==> config.mk <==
export PLATFORM = sky130hd
export DESIGN_NAME = pipe_stall_ctrl
export DESIGN_NICKNAME = d
export VERILOG_FILES = /design/src/rtl/pipe_stall_ctrl_pkg.sv /design/src/rtl/pipe_stall_ctrl_stall_perf_cnt.sv /design/src/rtl/pipe_stall_ctrl.sv
export SDC_FILE = /design/constraint.sdc
export NUM_CORES = 1
export LEC_CHECK = 0
export CAP_MARGIN = 0
export CELL_PAD_IN_SITES_DETAIL_PLACEMENT = 0
export CELL_PAD_IN_SITES_GLOBAL_PLACEMENT = 2
export CORE_ASPECT_RATIO = 1.4
export CORE_MARGIN = 2
export CORE_UTILIZATION = 32
export CTS_BUF_LIST = sky130_fd_sc_hd__clkbuf_8
export DETAILED_ROUTE_END_ITERATION = 12
export PLACE_DENSITY = 0.92
export SETUP_SLACK_MARGIN = 0.4
export SYNTH_ARGS = -nofsm -noshare
export SYNTH_HDL_FRONTEND = slang
export SYNTH_SLANG_ARGS = --single-unit
export TNS_END_PERCENT = 100
==> constraint.sdc <==
create_clock -name clk -period 2.2 [get_ports clk]
set_input_delay 0.66 -clock clk [delete_from_list [all_inputs] [get_ports clk]]
set_output_delay 0.66 -clock clk [all_outputs]
set_load 0.02 [all_outputs]
==> src/rtl/pipe_stall_ctrl_pkg.sv <==
// Shared constants for the pipeline stall controller: stall patterns and
// multi-cycle sequencer state encodings.
package pipe_stall_ctrl_pkg;

  localparam logic StallEnable  = 1'b1;
  localparam logic StallDisable = 1'b0;

  localparam int STALL_W = 6;

  // bit0 pc, bit1 IF, bit2 ID, bit3 EX, bit4 MEM, bit5 WB
  localparam logic [STALL_W-1:0] STALL_NONE = 6'b000000;
  localparam logic [STALL_W-1:0] STALL_EX   = 6'b001111;
  localparam logic [STALL_W-1:0] STALL_ID   = 6'b000111;

  typedef enum logic [1:0] {
    ST_IDLE = 2'd0,
    ST_BUSY = 2'd1,
    ST_DONE = 2'd2
  } mc_state_e;

endpackage

==> src/rtl/pipe_stall_ctrl_stall_perf_cnt.sv <==
// Saturating event counter with synchronous clear; clear wins over increment.
module pipe_stall_ctrl_stall_perf_cnt #(
  parameter int PERF_W = 32
) (
  input  logic              clk,
  input  logic              rst,
  input  logic              clr,
  input  logic              inc,
  output logic [PERF_W-1:0] cnt
);

  logic [PERF_W-1:0] cnt_q, cnt_d;

  // Next count: clear, else increment until all-ones, then hold
  always_comb begin
    cnt_d = cnt_q;
    if (clr)                         cnt_d = '0;
    else if (inc && (cnt_q != '1))   cnt_d = cnt_q + PERF_W'(1);
  end

  // Counter register
  always_ff @(posedge clk or negedge rst) begin
    if (!rst) cnt_q <= '0;
    else      cnt_q <= cnt_d;
  end

  assign cnt = cnt_q;

endmodule

==> src/rtl/pipe_stall_ctrl.sv <==
// Pipeline stall controller: merges ID/EX single-cycle stall requests with a
// multi-cycle EX hold sequencer and counts stalled cycles.
module pipe_stall_ctrl
  import pipe_stall_ctrl_pkg::*;
#(
  parameter int MC_CNT_W = 6,
  parameter int PERF_W   = 32
) (
  input  logic                clk,
  input  logic                rst,
  input  logic                stallreq_id,
  input  logic                stallreq_ex,
  input  logic                ex_mc_start,
  input  logic [MC_CNT_W-1:0] ex_mc_cycles,
  input  logic                flush,
  input  logic                perf_clr,
  output logic [STALL_W-1:0]  stall,
  output logic                ex_mc_done,
  output logic                mc_busy,
  output logic [PERF_W-1:0]   stall_cycles
);

  mc_state_e             state_q, state_d;
  logic [MC_CNT_W-1:0]   cnt_q, cnt_d;
  logic [MC_CNT_W-1:0]   mc_len;
  logic                  mc_accept;
  logic                  ex_side;

  // Op length with zero treated as a single cycle; start only honoured in IDLE
  always_comb begin
    mc_len    = (ex_mc_cycles == '0) ? MC_CNT_W'(1) : ex_mc_cycles;
    mc_accept = (state_q == ST_IDLE) && ex_mc_start;
  end

  // Sequencer state and down-counter registers
  always_ff @(posedge clk or negedge rst) begin
    if (!rst) begin
      state_q <= ST_IDLE;
      cnt_q   <= '0;
    end else begin
      state_q <= state_d;
      cnt_q   <= cnt_d;
    end
  end

  // Next state: flush cancels any hold; BUSY counts down to the DONE cycle
  always_comb begin
    state_d = state_q;
    cnt_d   = cnt_q;
    if (flush) begin
      state_d = ST_IDLE;
      cnt_d   = '0;
    end else begin
      case (state_q)
        ST_IDLE: begin
          if (mc_accept) begin
            if (mc_len == MC_CNT_W'(1)) begin
              state_d = ST_DONE;
            end else begin
              state_d = ST_BUSY;
              cnt_d   = mc_len - MC_CNT_W'(1);
            end
          end
        end
        ST_BUSY: begin
          cnt_d = cnt_q - MC_CNT_W'(1);
          if (cnt_q == MC_CNT_W'(1)) state_d = ST_DONE;
        end
        ST_DONE: state_d = ST_IDLE;
        default: begin
          state_d = ST_IDLE;
          cnt_d   = '0;
        end
      endcase
    end
  end

  // Outputs: stall merge is combinational; done/busy decode registered state only.
  // Reset forces the stall vector low even though the request inputs may be high.
  always_comb begin
    ex_side    = stallreq_ex || mc_accept || (state_q == ST_BUSY);
    stall      = STALL_NONE;
    if (!rst || flush)    stall = STALL_NONE;
    else if (ex_side)     stall = STALL_EX;
    else if (stallreq_id) stall = STALL_ID;
    ex_mc_done = (state_q == ST_DONE);
    mc_busy    = (state_q == ST_BUSY);
  end

  pipe_stall_ctrl_stall_perf_cnt #(.PERF_W(PERF_W)) u_perf (
    .clk (clk),
    .rst (rst),
    .clr (perf_clr),
    .inc (stall[0] == StallEnable),
    .cnt (stall_cycles)
  );

endmodule
[Word-level counts from Yosys, hierarchy flattened]
Cells that the tools add are included.
Cells by class
  add/sub/neg operators: 3
  equality and inequality tests: 9
  multiplexer cells: 15
  reduce and logical (&&, ||, !) cells: 11
Operators by type and width (number)
  two-way mux 32 bit: 2
  adder 32 x 1 -> 32 bit, second input constant: 1
  != test 32 bit, second input constant: 1
  two-way mux 6 bit: 4
  case mux 6 bit (3 select lines): 1
  equality test 6 x 1 -> 1 bit, second input constant: 2
  subtractor 6 x 1 -> 6 bit, second input constant: 2
  two-way mux 2 bit: 4
  two-way mux 4 bit: 2
  zero test 6 bit: 1
  != test 3 bit, second input constant: 2
  case mux 2 bit (2 select lines): 1
  logical OR 1 bit: 3
  two-way mux 3 bit: 1
  != test 3 x 2 -> 1 bit, second input constant: 1
  AND reduction 3 bit: 1
  equality test 2 x 1 -> 1 bit, second input constant: 1
  equality test 2 bit, second input constant: 1
  logical AND 1 bit: 2
  zero test 2 bit: 1
  != test 2 bit, second input constant: 1
  AND reduction 2 bit: 1
  nonzero test 2 bit: 1
  zero test 1 bit: 1
Storage, ports and cells
  register bits after elaboration: 40
  input port bits: 13
  output and inout bits: 40
  word-level logic and storage cells: 41

[Logic depth before layout (Yosys ltp)]
  depth in word-level cells: 9
  mapped depth: 8
  depth with buffers taken out: 8

[Hierarchy]
Synthesis repeated with hierarchy kept, for this count alone.
Unflattened totals
  cell total of the unflattened synthesis: 283
  area total of the unflattened synthesis: 2555.0 µm²
Modules (own cells, without submodules)
  pipe_stall_ctrl_stall_perf_cnt: instances 1, cells each 198, area an instance 1854.3 µm², seq. area each 800.8 µm²
  pipe_stall_ctrl: instances 1, cells each 85, area an instance 700.7 µm², seq. area each 200.2 µm²

[Least setup slack after synthesis]
OpenSTA, ideal clock, no wires.
  path kind: flip-flop to flip-flop
  from: reg u_perf.cnt_q[0], in the netlist u_perf.cnt[0]
  to: reg u_perf.cnt_q[20], in the netlist u_perf.cnt[20]
  library setup time: 132 ps
  arrival: 2048 ps
  required time: 2068 ps
  path slack: 21 ps
  stages on the path, launching flop included: 8
  path buffers: 1
  clock period less this slack: 2179 ps
  cell sequence: dfrtp_1 > ha_1 > nand4_2 > buf_2 > or4_4 > nor4_2 > xnor2_1 > nor2_1
Between the ends
  cells in the longest elaborated chain, start to end: 3
  elaborated cells on any way between the ends: 6
  classes of those cells: add/sub: 1; eq/ne: 1; mux: 2; reduce/logical: 2
Ends and longest elaborated chain
  from (decl): line pipe_stall_ctrl_stall_perf_cnt.sv:12  | logic [PERF_W-1:0] cnt_q, cnt_d;
  from (signal assigned): line pipe_stall_ctrl_stall_perf_cnt.sv:24  | else cnt_q <= cnt_d;
  adder 32 x 1 -> 32 bit or != test 32 bit (tied branches): line pipe_stall_ctrl_stall_perf_cnt.sv:18  | else if (inc && (cnt_q != '1)) cnt_d = cnt_q + PERF_W'(1);
  two-way mux 32 bit or logical AND 1 bit (tied branches): line pipe_stall_ctrl_stall_perf_cnt.sv:18
  two-way mux 32 bit or nonzero test 2 bit (tied branches)
Several ways; a longest one is shown, not always the timed one. The select of a mux whose other input is x is not followed.
A chain may end at the register's enable or synchronous reset.

[Worst setup path after layout]
  from: in flush
  to: reg u_perf.cnt_q[12], in the netlist u_perf.cnt[12]
Between the ends
  cells in the longest elaborated chain, start to end: 4
Ends and longest elaborated chain
  from (decl): line pipe_stall_ctrl.sv:15  | input logic flush,
  logical OR 1 bit: line pipe_stall_ctrl.sv:83  | if (!rst || flush) stall = STALL_NONE;
  two-way mux 4 bit: line pipe_stall_ctrl.sv:83
  logical AND 1 bit: line pipe_stall_ctrl_stall_perf_cnt.sv:18
  nonzero test 2 bit (no line)
No other way between the ends.

==> flow_summary.ini <==
[global_routing]
grt_pass1_wl_um = 12200
grt_pass1_vias = 2559
grt_usage_pct = 17.8
antenna_found_initial = 0
grt-ovfl-total = 0
grt_max_degree = 41

[routing]
drtIter0Drc = 117
drc_errors = 0
drt-vias-per-instance = 5.10
first_pass_iters = 4
postRouteWirelength_um = 7880
ant_nets = 0
vias = 2691
wl_per_cell_um = 14.9

[synth]
yosys_most_used_dff = dfrtp_1
syn-instance-count = 285
synth_seq_area_share_pct = 39.2
syn_area_per_cell_um2 = 8.96
synth-seq-cells = 40
synth.area.top_cells = dfrtp_1 39%, nor2_1 5.3%, a21oi_1 3.9%
ys_warn_count = 0
yosysTopAreaCell = dfrtp_1
yosysMostFrequentCell = dfrtp_1
netlist_top_cells_count = 40 x dfrtp_1, 36 x nor2_1, 20 x a21oi_1
synth_edf_count = 0
synthArstFlopShare_pct = 100
synth_area_um2 = 2550
ys_types = 52
synth_top_cell_area_share_pct = 39.2

[outcome]
status = finished, final reports clean

[cts]
cts_tree = built
root_buffer = clkbuf_8
cts-buffers-inserted = 5
clkLatencyLatePin_ps = 300
cts_hold_buf = 0
cts_max_path_buffers = 2
cts.sinks = 40
clk_pin_slew_ps = 80
ctsHtreeMaxLevel = 2

[power_and_ir_drop]
power_density_nw_per_um2 = 369
ir_worst_vdd_v = 0.000253
power_leakage_nw = 1.99

[final_layout]
fin_util_pct = 57.8
num-nets-final = 445
drive_above_1_share_pct = 51.4
area_delta_synth_final_pct = 75.5
nFillCells = 654
diodes = 0
finalNonFillerCells = 528

[sta]
fmax_ghz = 0.492
setup_viol_count_final = 0
fin_worst_skew_ps = 4.10
worstMarginPinSlew_ps = 520
hold_viol = 0
min_period_over_period_pct = 92.3
relSlewSlack_pct = 65.4
slew_violations = 0
layout_min_cycle_time_ps = 2030
rsz0062_at_grt = true

[worst_setup_path]
crit_family = compound AO/OA/AOI/OAI gates
path_buf_inv = 4
slowest_delay_ps = 410
crit_chain = buf_6 > nand2b_4 > a21o_4 > buf_6 > buf_4 > a21o_4 > buf_12 > or4_4 > a21oi_2
cp-end-kind = register
critPathKind = input port to register
crit_path_start_kind = input port
critPathSlowestCell = or4_4
cp.arrival_ps = 2260
worstPathMaxFanout = 5
required_ps = 2420

[floorplan]
start_util_pct = 32.9
die_h_um = 110
ios = 53
die_width_um = 79.5
die-area_um2 = 8720
core-area_um2 = 7750
rows = 38

[hold_path]
min_path_type = input port to async pin

[placed_design]
gp_congestion = 0.736
dp.final_hpwl_um = 5000
dpl.cell_count = 459
port_buffers = 50

[job]
maxCapViolations = 0
-- cells in the final DEF (no fill, tap or decap), types with 4 or more instances in the layout --
cell type / n
nor2b_1: 5
or3_1: 9
buf_2: 4
or4_4: 5
nand3_1: 6
dfrtp_2: 21
buf_12: 5
nand4_1: 11
nor4_4: 6
xnor2_1: 11
dfrtp_1: 19
clkbuf_2: 4
mux2_4: 4
inv_1: 17
buf_6: 14
a21oi_1: 9
buf_4: 86
a21oi_2: 10
nand2_1: 12
o31ai_1: 5
o21ai_1: 7
clkbuf_8: 6
o21ai_0: 4
buf_8: 5
dlygate4sd2_1: 27
nor2_1: 31
-- metrics by stage --
stage / cell area (µm²) / power [mW] / setup slack [ps] / setup TNS (ps) / hold slack [ps]
2_1_floorplan: 2740 / 0.934 / 203 / 0 / 364
3_5_place_dp: 3560 / 1.06 / -652 / -14780 / 507
4_1_cts: 4120 / 1.62 / 144 / 0 / 525
3_3_place_gp: 3560 / 1.05 / -648 / -14000 / 493
5_1_grt: 4480 / 1.72 / 78.0 / 0 / 541
6_report: 4480 / 1.65 / 169 / 0 / 489
-- area by class of cell --
cell class	count	area [µm²]	share of cell area, %
Clock inverter	2	7.51	0.168
Multi-Input combinational cell	212	1810	40.3
Timing Repair Buffer	151	1350	30.2
Tap cell	100	125	2.79
Sequential cell	40	1030	22.9
Clock buffer	6	82.6	1.84
Inverter	17	78.8	1.76
-- worst paths after layout --
kind / from / endpoint / slack (ps) / cells after the start
worst max-delay path: flush / u_perf.cnt[12] / 170 / 9
worst min-delay path: rst / u_perf.cnt[12] / 490 / 2
worst max register to register: state_q[1] / u_perf.cnt[12] / 170 / 8
worst min register to register: cnt_q[5] / cnt_q[5] / 520 / 2
max in group asynchronous: rst / u_perf.cnt[25] / 1320 / 2
min in group clk: cnt_q[5] / cnt_q[5] / 520 / 2
-- what timing repair did --
action | 4_1_cts | 5_1_grt
buffers inserted | 33 | 26
endpoints found under the setup margin | 78 | 49
gates resized for setup | 152 | 60
gates cloned | 2 | 0
pin swaps | 42 | 29
-- routing by layer --
layer,track usage (%),part of all wire (%)
met5,0,0
met4,5.54,1.4
met3,2.71,2.9
met2,33.2,57
met1,20.8,39
-- where the power goes --
part           internal [mW]  switching [mW]  leakage [nW]
Clock                  0.247           0.260        0.0538
Combinational          0.193           0.180          1.41
Sequential             0.752          0.0226         0.517
Total                   1.19           0.463          1.99
-- state kept, by name, summed over array words and instances (netlist names) --
register	count
u_perf.cnt	32
cnt_q	6
state_q	2
-- logic make-up after synthesis --
group / count (synthesis) / share of synthesized area (%)
flip-flops: 40 / 39.2
other: 1 / 0.147
adder cells (fa/ha/maj): 5 / 2.45
AO/OA/AOI/OAI: 62 / 16.2
buffers and inverters: 34 / 6.37
multiplexers: 7 / 2.94
XOR/XNOR: 14 / 4.80
AND/OR/NAND/NOR: 122 / 27.9
-- worst reg2reg max path: stages (launching register included) --
cell,delay [ps]
dfrtp_1,390
o21bai_4,180
a21o_4,220
buf_6,120
buf_4,130
a21o_4,220
buf_12,140
or4_4,410
a21oi_2,140
(Power assumes the default switching activity.)
